### config.mk
export PLATFORM = sky130hd
export DESIGN_NAME = pipe_stage_reg
export DESIGN_NICKNAME = d
export VERILOG_FILES = /design/src/rtl/pipe_stage_reg.sv
export SDC_FILE = /design/constraint.sdc
export NUM_CORES = 1
export LEC_CHECK = 0
export ABC_CLOCK_PERIOD_IN_PS = 18900
export CAP_MARGIN = 20
export CORE_ASPECT_RATIO = 1.25
export CORE_MARGIN = 10
export CORE_UTILIZATION = 30
export DETAILED_ROUTE_END_ITERATION = 10
export GPL_TIMING_DRIVEN = 0
export SLEW_MARGIN = 20
export SYNTH_ARGS = -nofsm -noshare
export SYNTH_HDL_FRONTEND = slang
export SYNTH_SLANG_ARGS = --single-unit
### constraint.sdc
create_clock -name clk -period 18.9 [get_ports clk]
set_clock_uncertainty 0.2 [all_clocks]
set_input_delay 3.78 -clock clk [delete_from_list [all_inputs] [get_ports clk]]
set_output_delay 3.78 -clock clk [all_outputs]
set_load 0.005 [all_outputs]
### src/rtl/pipe_stage_reg.sv
`default_nettype none
// ============================================================================
// Module      : pipe_stage_reg
// Description : Elastic two-entry (main + skid) pipeline stage register with
//               valid/ready handshake, flush and NOP bubble masking.
//               Optional performance counters under PIPE_STAGE_PERF_EN.
// Revision    : 1.0 - initial release
// ============================================================================
module pipe_stage_reg #(
    parameter int              PC_W      = 8,
    parameter int              IR_W      = 32,
    parameter int              PAYLOAD_W = 96,
    parameter int              CTRL_W    = 10,
    parameter logic [IR_W-1:0] NOP_IR    = 32'h0000_0000,
    parameter int              CNT_W     = 16
) (
    input  logic                 clk,
    input  logic                 reset,
    input  logic                 in_valid,
    output logic                 in_ready,
    input  logic [PC_W-1:0]      in_pc,
    input  logic [IR_W-1:0]      in_ir,
    input  logic [PAYLOAD_W-1:0] in_data,
    input  logic [CTRL_W-1:0]    in_ctrl,
    output logic                 out_valid,
    input  logic                 out_ready,
    output logic [PC_W-1:0]      out_pc,
    output logic [IR_W-1:0]      out_ir,
    output logic [PAYLOAD_W-1:0] out_data,
    output logic [CTRL_W-1:0]    out_ctrl,
    input  logic                 flush,
    output logic [CNT_W-1:0]     stall_cnt,
    output logic [CNT_W-1:0]     bubble_cnt
);

    logic                 r_m_valid;
    logic                 r_s_valid;
    logic [PC_W-1:0]      r_m_pc;
    logic [IR_W-1:0]      r_m_ir;
    logic [PAYLOAD_W-1:0] r_m_data;
    logic [CTRL_W-1:0]    r_m_ctrl;
    logic [PC_W-1:0]      r_s_pc;
    logic [IR_W-1:0]      r_s_ir;
    logic [PAYLOAD_W-1:0] r_s_data;
    logic [CTRL_W-1:0]    r_s_ctrl;

    logic w_accept;
    logic w_pop;
    logic w_m_load_in;
    logic w_m_load_s;
    logic w_s_load;

    // S can only be occupied while M is, so !S.valid alone decides acceptance.
    assign w_accept    = in_valid & ~r_s_valid;
    assign w_pop       = r_m_valid & out_ready;
    assign w_m_load_in = ~flush & w_accept & (~r_m_valid | (w_pop & ~r_s_valid));
    assign w_m_load_s  = ~flush & w_pop & r_s_valid;
    assign w_s_load    = ~flush & w_accept & r_m_valid & ~w_pop;

    always_ff @(posedge clk or negedge reset) begin
        if (!reset) begin
            r_m_valid <= 1'b0;
            r_s_valid <= 1'b0;
        end else if (flush) begin
            r_m_valid <= 1'b0;
            r_s_valid <= 1'b0;
        end else if (!r_m_valid) begin
            r_m_valid <= w_accept;
        end else if (w_pop) begin
            if (r_s_valid) begin
                r_s_valid <= 1'b0;
            end else begin
                r_m_valid <= w_accept;
            end
        end else if (w_accept) begin
            r_s_valid <= 1'b1;
        end
    end

    always_ff @(posedge clk or negedge reset) begin
        if (!reset) begin
            r_m_pc   <= '0;
            r_m_ir   <= '0;
            r_m_data <= '0;
            r_m_ctrl <= '0;
        end else if (w_m_load_s) begin
            r_m_pc   <= r_s_pc;
            r_m_ir   <= r_s_ir;
            r_m_data <= r_s_data;
            r_m_ctrl <= r_s_ctrl;
        end else if (w_m_load_in) begin
            r_m_pc   <= in_pc;
            r_m_ir   <= in_ir;
            r_m_data <= in_data;
            r_m_ctrl <= in_ctrl;
        end
    end

    // Skid payload is never observed while invalid, so it needs no reset.
    always_ff @(posedge clk) begin
        if (w_s_load) begin
            r_s_pc   <= in_pc;
            r_s_ir   <= in_ir;
            r_s_data <= in_data;
            r_s_ctrl <= in_ctrl;
        end
    end

    assign in_ready  = ~r_s_valid;
    assign out_valid = r_m_valid;
    assign out_pc    = r_m_pc;
    assign out_data  = r_m_data;
    assign out_ir    = r_m_valid ? r_m_ir : NOP_IR;
    assign out_ctrl  = r_m_valid ? r_m_ctrl : '0;

`ifdef PIPE_STAGE_PERF_EN
    localparam logic [CNT_W-1:0] c_cnt_max = '1;
    localparam logic [CNT_W-1:0] c_cnt_one = {{(CNT_W-1){1'b0}}, 1'b1};

    logic [CNT_W-1:0] r_stall_cnt;
    logic [CNT_W-1:0] r_bubble_cnt;

    always_ff @(posedge clk or negedge reset) begin
        if (!reset) begin
            r_stall_cnt  <= '0;
            r_bubble_cnt <= '0;
        end else begin
            if (r_m_valid && !out_ready && (r_stall_cnt != c_cnt_max)) begin
                r_stall_cnt <= r_stall_cnt + c_cnt_one;
            end
            if (!r_m_valid && (r_bubble_cnt != c_cnt_max)) begin
                r_bubble_cnt <= r_bubble_cnt + c_cnt_one;
            end
        end
    end

    assign stall_cnt  = r_stall_cnt;
    assign bubble_cnt = r_bubble_cnt;
`else
    assign stall_cnt  = '0;
    assign bubble_cnt = '0;
`endif

endmodule
`default_nettype wire

# Word-level counts from Yosys, hierarchy flattened
# Cells that the tools add are included.
[word_totals]
input_bits = 151
word_cells = 46
ff_bits = 294
out_inout_bits = 180
[classes]
mux = 18
bitwise_logic = 14
reduce_logical = 4
[ops]
columns = ["cell", "count"]
rows = [
  ["$mux 96", 2],
  ["$mux 32", 3],
  ["$mux 10", 3],
  ["$mux 8", 2],
  ["$and 1x1->1", 9],
  ["$mux 1", 8],
  ["$not 1->1", 4],
  ["$reduce_bool 2->1", 2],
  ["$reduce_bool 3->1", 1],
  ["$reduce_and 2->1", 1],
  ["$or 1x1->1", 1],
]

# Logic depth before layout (Yosys ltp)
# Gate-level depths: netlist of the first run.
[logic_depth]
depth_word = 6
ltp_mapped = 5
ltp_nobuf = 3

# Least setup slack after synthesis of the first run
# OpenSTA, ideal clock, no wires.
[synth_path]
path_type = "input to register"
startpoint = "input port in_valid"
endpoint = "register r_s_ctrl[0], enable pin"
arrival_ns = 18.653
setup_time_ns = 1.061
path_stages = 2
path_buffers = 0
setup_slack_ns = -1.014
path_cell_list = "nand2_1 -> nor4b_1"
[synth_between]
elab_chain_cells = 4
[synth_rtl]
columns = ["element", "line_no", "source"]
rows = [
  ["start: declaration", "19", "input logic in_valid,"],
  ["$and 1x1->1", "54", "assign w_accept = in_valid & ~r_s_valid;"],
  ["$and 1x1->1 (3 in a row)", "58", "assign w_s_load = ~flush & w_accept & r_m_valid & ~w_pop;"],
  ["net w_s_load", "51", "logic w_s_load;"],
  ["end signal: assignment", "105", "r_s_ctrl <= in_ctrl;"],
  ["end: declaration", "45", "logic [CTRL_W-1:0] r_s_ctrl;"],
]
# The timed path passes the listed nets, and every way through them passes these cells.
# A chain may end at the register's enable or synchronous reset.

# Final worst setup path of the first run
[layout_path]
startpoint = "register r_m_valid, in the netlist out_valid"
endpoint = "output port out_ctrl[8]"
[layout_between]
elab_chain_cells = 1
[layout_rtl]
columns = ["element", "line_no", "source"]
rows = [
  ["start: declaration", "36", "logic r_m_valid;"],
  ["start signal: assignment", "68", "r_m_valid <= w_accept;"],
  ["start signal: assignment", "73", "r_m_valid <= w_accept;"],
  ["$mux 10", "114", "assign out_ctrl = r_m_valid ? r_m_ctrl : '0;"],
  ["end: declaration", "30", "output logic [CTRL_W-1:0] out_ctrl,"],
]
# No other way between the ends.

==> results of run 1 <==
## area by class of cell
type,instances,area [um^2]
Inverter,2,7.51
Tap cell,565,707
Clock inverter,13,87.6
Timing Repair Buffer,315,3180
Clock buffer,48,945
Fill cell,3897,24900
Sequential cell,294,8090
Multi-Input combinational cell,377,4280
Buffer,69,713
## how the worst max path moves through the flow
stage | startpoint | to | slack, ns | depth (start not counted)
after global placement | in_valid | r_s_data[60] | -0.48 | 3
final | out_valid | out_ctrl[8] | 12.37 | 4
after floorplan | out_ready | r_s_ctrl[0] | 6.18 | 1
after detailed placement | flush | r_s_data[74] | 12.44 | 6
after global routing | out_valid | out_ctrl[8] | 12.16 | 4
after CTS | out_valid | out_ctrl[8] | 12.27 | 4
## worst max-delay path: stages, from the launching register on
cell,delay [ns]
sky130_fd_sc_hd__dfrtp_1,0.40
sky130_fd_sc_hd__clkbuf_1,0.42
sky130_fd_sc_hd__clkbuf_1,0.40
sky130_fd_sc_hd__and2_1,0.22
sky130_fd_sc_hd__clkdlybuf4s50_1,0.58
## cell usage in the layout, fill, tap and decap left out, types with 15 or more instances in the layout
| master | instances |
|---|---|
| sky130_fd_sc_hd__clkdlybuf4s50_1 | 297 |
| sky130_fd_sc_hd__mux2_2 | 152 |
| sky130_fd_sc_hd__dfrtp_1 | 148 |
| sky130_fd_sc_hd__edfxtp_1 | 146 |
| sky130_fd_sc_hd__mux2_4 | 140 |
| sky130_fd_sc_hd__and2_1 | 42 |
| sky130_fd_sc_hd__buf_4 | 38 |
| sky130_fd_sc_hd__clkbuf_16 | 35 |
| sky130_fd_sc_hd__conb_1 | 32 |
| sky130_fd_sc_hd__buf_6 | 20 |
| sky130_fd_sc_hd__clkbuf_1 | 16 |
| sky130_fd_sc_hd__buf_12 | 15 |
## synth_stat cells (all sizes together)
master,number
o21ai,1
conb,1
or2,1
clkbuf,5
nand2,2
inv,2
mux2,292
buf,64
nand4b,1
a211oi,2
and2,42
nor2,1
dfrtp,148
edfxtp,146
nor4b,1
a21oi,2
## registers in the layout, indices dropped and copies added (netlist names)
register,cells
out_data,96
r_s_data,96
r_m_ir,32
r_s_ir,32
r_m_ctrl,10
r_s_ctrl,10
out_pc,8
r_s_pc,8
out_valid,1
r_s_valid,1
## report_power, final
group	switching, uW	internal (uW)	total [uW]
clock	264	362	627
combinational	113	263	376
sequential	44.8	753	798
## per-stage QoR
stage	instances	hold WS [ns]	TNS, ns
2_1_floorplan	742	0.273	0
3_3_place_gp	1605	0.283	-68.52
3_5_place_dp	1622	0.288	0
4_1_cts	1683	0.301	0
5_1_grt	1683	0.319	0
6_report	1683	0.301	0
## cells by family after synthesis
family / count (synthesis) / share of synthesized area
muxes: 292 / 0.294
and+or+nand+nor: 48 / 0.0230
other: 1 / 0.000289
DFF: 294 / 0.624
buffers and inverters: 71 / 0.0556
AOI/OAI and AO/OA: 5 / 0.00270
## metal layers
metal / part of all wire / up-vias / GRT usage
li1: - / 3299 / -
met4: 0.024 / 2 / 0.0416
met5: 0.00053 / - / 0
met3: 0.063 / 47 / 0.0347
met1: 0.40 / 3619 / 0.152
met2: 0.51 / 181 / 0.223
==> out/qor.txt, run 1 <==
FINISH
--------------------------------------------------------------------------------
Final net count                                                             1244
Final standard cell utilization of the core                                0.420
Antenna fix cells                                                              0
Fraction of final layout cells with drive strength greater than 1          0.377
Area Growth Syn to Fin                                                     38.9%
Final design instance area without fill                              0.0180 mm^2

LOGIC SYNTHESIS
--------------------------------------------------------------------------------
Portion of the post-synthesis area used by sequential elements             0.624
Number of distinct library cells after synthesis                              21
Share of the synthesized area in the top cell type                         0.338
Post-synth design cell area                                          0.0130 mm^2
Synthesis-stage register bit count                                           294
Cell count after synthesis                                                   711
Average size of a mapped cell                                          18.2 um^2
Cell types occupying the most area after synthesis                  sky130_fd_sc_hd__edfxtp_1 (34%), sky130_fd_sc_hd__dfrtp_1 (29%), sky130_fd_sc_hd__mux2_4 (16%)
Synthesis Warnings                                                             0
Cell type with the largest total area after synthesis               sky130_fd_sc_hd__edfxtp_1

STA
--------------------------------------------------------------------------------
Clock period minus final worst setup slack                               6.53 ns
Max Slew Vio Count                                                             0
Final-report hold violation count                                              0
Slew margin rel.                                                           0.502
# setup viols final                                                            0
Worst-Margin Slew                                                       0.743 ns
Worst-case setup margin in the final layout                             12.37 ns
Fraction of the cycle the final worst path needs                           0.345
Maximum clock rate                                                     0.153 GHz
Setup repair after global routing missed its margin                        false

PLACE
--------------------------------------------------------------------------------
HPWL reported at the end of detailed placement                           24.6 mm
Quantity of I/O buffers inserted on ports                                    298
Final GP Congestion                                                        0.733
Placed inst area                                                     0.0170 mm^2
Pre-CTS worst setup slack                                               12.44 ns

CLOCKING
--------------------------------------------------------------------------------
Hold-fix buffers, CTS                                                          0
CTS tree                                                                     yes
Number of levels the H-tree was split into                                     2
Worst-path clk slew                                                      0.07 ns
Clock latency on the worst-skew pair                                     0.52 ns
Post-CTS resize count                                                          0
CTS max path bufs                                                              3
Root buffer selected by CTS                                         sky130_fd_sc_hd__clkbuf_16
TritonCTS Buffers                                                             34
Count of clock tree sinks                                                    294
Post-CTS repair timing setup buffer count                                      0

FLOORPLANNING
--------------------------------------------------------------------------------
Initial Utilization                                                        0.302
Die width                                                                 206 um
Top-level port count                                                         331
Standard cell core area                                              0.0429 mm^2
Die H                                                                     252 um
Standard-cell rows                                                            85
Die footprint                                                        0.0520 mm^2

POWER
--------------------------------------------------------------------------------
Power density over cell area                                         100 mW/mm^2
Overall power of the completed layout                                    1800 uW
Leakage component of the power                                        0.00714 uW
Maximum vdd drop                                                         53.6 uV

DRT
--------------------------------------------------------------------------------
DRC violation total after the first TritonRoute iteration                    241
Drt pass-1 iters                                                               4
Post-DR vias/cell                                                           4.25
WL final                                                                 34.0 mm
Count of unresolved DRC violations after routing                               0
Number of antenna-violating nets in the routed design                          0
Vias                                                                        7148
Wire length per cell after detailed routing                              20.2 um

GRT
--------------------------------------------------------------------------------
Global-route usage over all layers                                         0.129
Total congestion overflow                                                      0
Wire length of the first global-routing pass                             51.8 mm
Number of global-route vias before repair                                   8026
Antenna violations before repair                                               1
Maximum number of pins on one net before global-route repair                  76

HOLD PATH
--------------------------------------------------------------------------------
Worst Min Path Start                                                  r_m_ir[10]
Worst hold path cell count                                                     1
Class of the worst hold path                                             reg2reg
Min-Delay Endpoint                                                    r_m_ir[10]

SETUP PATH
--------------------------------------------------------------------------------
Worst reg2reg setup slack                                               16.04 ns
Kind of critical path                                                    reg2out
Path depth of the worst reg2reg path                                           6
Highest net fanout along the worst path                                       10
Crit Reg-Reg Startpoint                                                out_valid
Reg2reg end                                                         r_s_data[76]
CP startpoint kind                                                      register
Crit path DAT                                                            2.55 ns
Required time at the worst-slack endpoint                               14.92 ns
Element type at the critical path end                                 output pin

FLOW RUN
--------------------------------------------------------------------------------
Max-cap violations                                                             0

OUTCOME
--------------------------------------------------------------------------------
Status                                                              complete, no violations

No activity file was read; power rests on OpenSTA's default activity.
==> run 2, diff against run 1 <==
--- a/config.mk
+++ b/config.mk
@@ -5,7 +5,7 @@
 export SDC_FILE = /design/constraint.sdc
 export NUM_CORES = 1
 export LEC_CHECK = 0
-export ABC_CLOCK_PERIOD_IN_PS = 18900
+export ABC_CLOCK_PERIOD_IN_PS = 5400
 export CAP_MARGIN = 20
 export CORE_ASPECT_RATIO = 1.25
 export CORE_MARGIN = 10
==> constraint.sdc (replaced) <==
create_clock -name clk -period 5.4 [get_ports clk]
set_clock_uncertainty 0.2 [all_clocks]
set_input_delay 1.08 -clock clk [delete_from_list [all_inputs] [get_ports clk]]
set_output_delay 1.08 -clock clk [all_outputs]
set_load 0.005 [all_outputs]
==> run 2 against run 1 <==
Final area up 0.88%. Setup slack worse by 11 ns. Non-clock buffer count up 1. Via count up 1.3%. Utilization up 0.37 points. Combinational power rose to 3.5 times the previous value. Routed wire length up 2.8%. Cell count up 0.12%. Clock-buffer cell count down 2. Clock power rose to 3.8 times the previous value. Register-to-register slack worse by 14 ns. Critical path type unchanged. Critical endpoint unchanged. Largest power group unchanged.
==> out/qor.txt, run 2 (synthesis results as in run 1) <==
GRT
--------------------------------------------------------------------------------
Total congestion overflow                                                      0   unchanged
Wire length of the first global-routing pass                             52.5 mm   +1.3%
Number of global-route vias before repair                                   8110   +1.0%
Global-route usage over all layers                                         0.131   +0.00194
Global-route track usage on met3                                          0.0295   -0.00526
Maximum number of pins on one net before global-route repair                  78   +2.6%
Antenna violations before repair                                               1   unchanged
Busiest grt layer                                                           met2
Met2 layer usage reported by global route                                  0.232   +0.00919
Met1 track demand over resource in global routing                          0.154   +0.00178

FLOORPLANNING
--------------------------------------------------------------------------------
Standard cell core area                                              0.0429 mm^2   unchanged
Top-level port count                                                         331   unchanged
Standard-cell rows                                                            85   unchanged
Initial Utilization                                                        0.302   unchanged
Die width                                                                 206 um   unchanged
Die footprint                                                        0.0520 mm^2   unchanged
Die H                                                                     252 um   unchanged

CLOCKING
--------------------------------------------------------------------------------
TritonCTS Buffers                                                             34   unchanged
Post-CTS resize count                                                          0   unchanged
CTS max path bufs                                                              3   unchanged
Count of clock tree sinks                                                    294   unchanged
Worst-path clk slew                                                      0.06 ns   about the same
Post-CTS repair timing setup buffer count                                      0   unchanged
Clock latency on the worst-skew pair                                     0.51 ns   about the same
Hold-fix buffers, CTS                                                          0   unchanged
CTS tree                                                                     yes
Root buffer selected by CTS                                         sky130_fd_sc_hd__clkbuf_16
Number of levels the H-tree was split into                                     2   unchanged

POWER
--------------------------------------------------------------------------------
Power density over cell area                                         358 mW/mm^2   +260%
Leakage component of the power                                        0.00721 uW   +0.94%
Maximum vdd drop                                                          195 uV   +260%

SETUP PATH
--------------------------------------------------------------------------------
Worst reg2reg setup slack                                                2.51 ns   -13.53 ns
Critical path, cell by cell                                         clkbuf_1, clkbuf_1, and2_1, clkdlybuf4s50_1
CP max stage cell                                                   sky130_fd_sc_hd__clkdlybuf4s50_1
Buf/Inv on CP                                                                  3   unchanged
Family with the most delay on the worst path                        buffers and inverters
Highest net fanout along the worst path                                       10   unchanged
Cell repeated most along the worst path                             sky130_fd_sc_hd__clkbuf_1
Crit path DAT                                                            2.49 ns   -0.06 ns
Required time at the worst-slack endpoint                                4.12 ns   -10.80 ns
Element type at the critical path end                                 output pin
Path depth of the worst reg2reg path                                           7   +1
Maximum single-stage delay on the critical path                          0.57 ns   about the same
Reg2reg end                                                         r_s_data[35]
CP startpoint kind                                                      register
Crit Reg-Reg Startpoint                                                out_valid
Kind of critical path                                                    reg2out

DRT
--------------------------------------------------------------------------------
Drt pass-1 iters                                                               4   unchanged
Number of antenna-violating nets in the routed design                          0   unchanged
WL final                                                                 34.9 mm   +2.8%
Count of unresolved DRC violations after routing                               0   unchanged
Wire length per cell after detailed routing                              20.7 um   +2.7%
DRC violation total after the first TritonRoute iteration                    322   +34%
Vias                                                                        7242   +1.3%
Post-DR vias/cell                                                           4.30   +1.2%

FINISH
--------------------------------------------------------------------------------
Count of filler cells inserted in the layout                                3866   -0.80%
Area Growth Syn to Fin                                                     40.2%
Final net count                                                             1245   +0.080%
Commonest non-fill, non-tap cells in the layout                     sky130_fd_sc_hd__clkdlybuf4s50_1 (297), sky130_fd_sc_hd__mux2_2 (152), sky130_fd_sc_hd__dfrtp_1 (148), sky130_fd_sc_hd__edfxtp_1 (146), sky130_fd_sc_hd__mux2_4 (140)
Fraction of final layout cells with drive strength greater than 1          0.386   +0.00949
Final design instance area without fill                              0.0182 mm^2   +0.88%
Final standard cell utilization of the core                                0.424   +0.00368
Most common cell after layout, fill and taps aside                  sky130_fd_sc_hd__clkdlybuf4s50_1

FLOW RUN
--------------------------------------------------------------------------------
Max-cap violations                                                             0   unchanged

OUTCOME
--------------------------------------------------------------------------------
Status                                                              complete, no violations

STA
--------------------------------------------------------------------------------
Setup repair after global routing missed its margin                        false
Worst Hold Slack                                                        0.302 ns   +0.0000750 ns
Maximum clock rate                                                     0.265 GHz
Fraction of the cycle the final worst path needs                           0.699
Clock period minus final worst setup slack                               3.77 ns
Final-report hold violation count                                              0   unchanged
Slew margin rel.                                                           0.553   +0.0507
# setup viols final                                                            0   unchanged
Max Slew Vio Count                                                             0   unchanged
Worst-Margin Slew                                                       0.670 ns   -0.0729 ns
Sum of negative setup slack                                                 0 ns   unchanged

PLACE
--------------------------------------------------------------------------------
Quantity of I/O buffers inserted on ports                                    298   unchanged
Placed inst area                                                     0.0170 mm^2   +0.20%
Final GP Congestion                                                        0.723   -1.3%
HPWL reported at the end of detailed placement                           25.3 mm   +2.7%

HOLD PATH
--------------------------------------------------------------------------------
Worst hold path cell count                                                     1   unchanged
Class of the worst hold path                                             reg2reg
Min-Delay Endpoint                                                     r_m_ir[1]
Worst Min Path Start                                                   r_m_ir[1]

-- run 2: cell types whose count changed in the layout (fill, tap and decap cells not counted) --
cell | before | now
sky130_fd_sc_hd__clkinv_1 | 5 | 1
sky130_fd_sc_hd__buf_4 | 38 | 35
sky130_fd_sc_hd__clkinvlp_4 | 0 | 2
sky130_fd_sc_hd__clkbuf_1 | 16 | 11
sky130_fd_sc_hd__clkinv_4 | 0 | 1
sky130_fd_sc_hd__clkbuf_8 | 2 | 5
sky130_fd_sc_hd__nand2_1 | 2 | 1
sky130_fd_sc_hd__buf_8 | 2 | 3
sky130_fd_sc_hd__buf_6 | 20 | 23
sky130_fd_sc_hd__bufinv_16 | 1 | 4
sky130_fd_sc_hd__diode_2 | 0 | 1
sky130_fd_sc_hd__nand2_4 | 0 | 1
-- run 2: how the worst max path moves through the flow --
| stage | start | end | slack (ns) | cells past startpoint |
|---|---|---|---|---|
| after floorplan | out_ready | r_s_ctrl[0] | -1.02 | 1 |
| after global placement | flush | r_s_data[41] | -4.98 | 2 |
| after detailed placement | in_valid | r_s_data[35] | 1.60 | 8 |
| after CTS | out_valid | out_ir[12] | 1.47 | 4 |
| after global routing | out_valid | out_ir[10] | 1.35 | 4 |
| final | out_valid | out_ctrl[8] | 1.63 | 4 |
-- run 2: power breakdown --
part           switching [uW]  internal [uW]
Clock                     928           1450
Combinational             404            922
Sequential                162           2640
Total                    1490           5010
-- run 2: stage by stage --
step / power [uW] / std cells / worst slack [ns]
after floorplan: 3410 / 742 / -1.02
after detailed placement: 4180 / 1623 / 1.60
after CTS: 6620 / 1684 / 1.47
after global placement: 4160 / 1605 / -4.98
final: 6500 / 1685 / 1.63
after global routing: 6790 / 1685 / 1.35
-- run 2: layer usage --
metal,vias up,wire length [um]
met5,-,0
met4,0,864
met3,48,1780
li1,3311,-
met1,3706,14100
met2,177,18200
-- run 2: cell type report --
type,count,area (um^2),share of cell area
diodes,1,2.50,0.000138
plain buffers,69,713,0.0393
clock buffers,46,967,0.0532
clock inverters,15,186,0.0103
inverters,2,7.51,0.000413
multi-input cells,377,4290,0.236
flip-flops and latches,294,8090,0.445
well taps,565,707,0.0389
repair buffers,316,3200,0.176
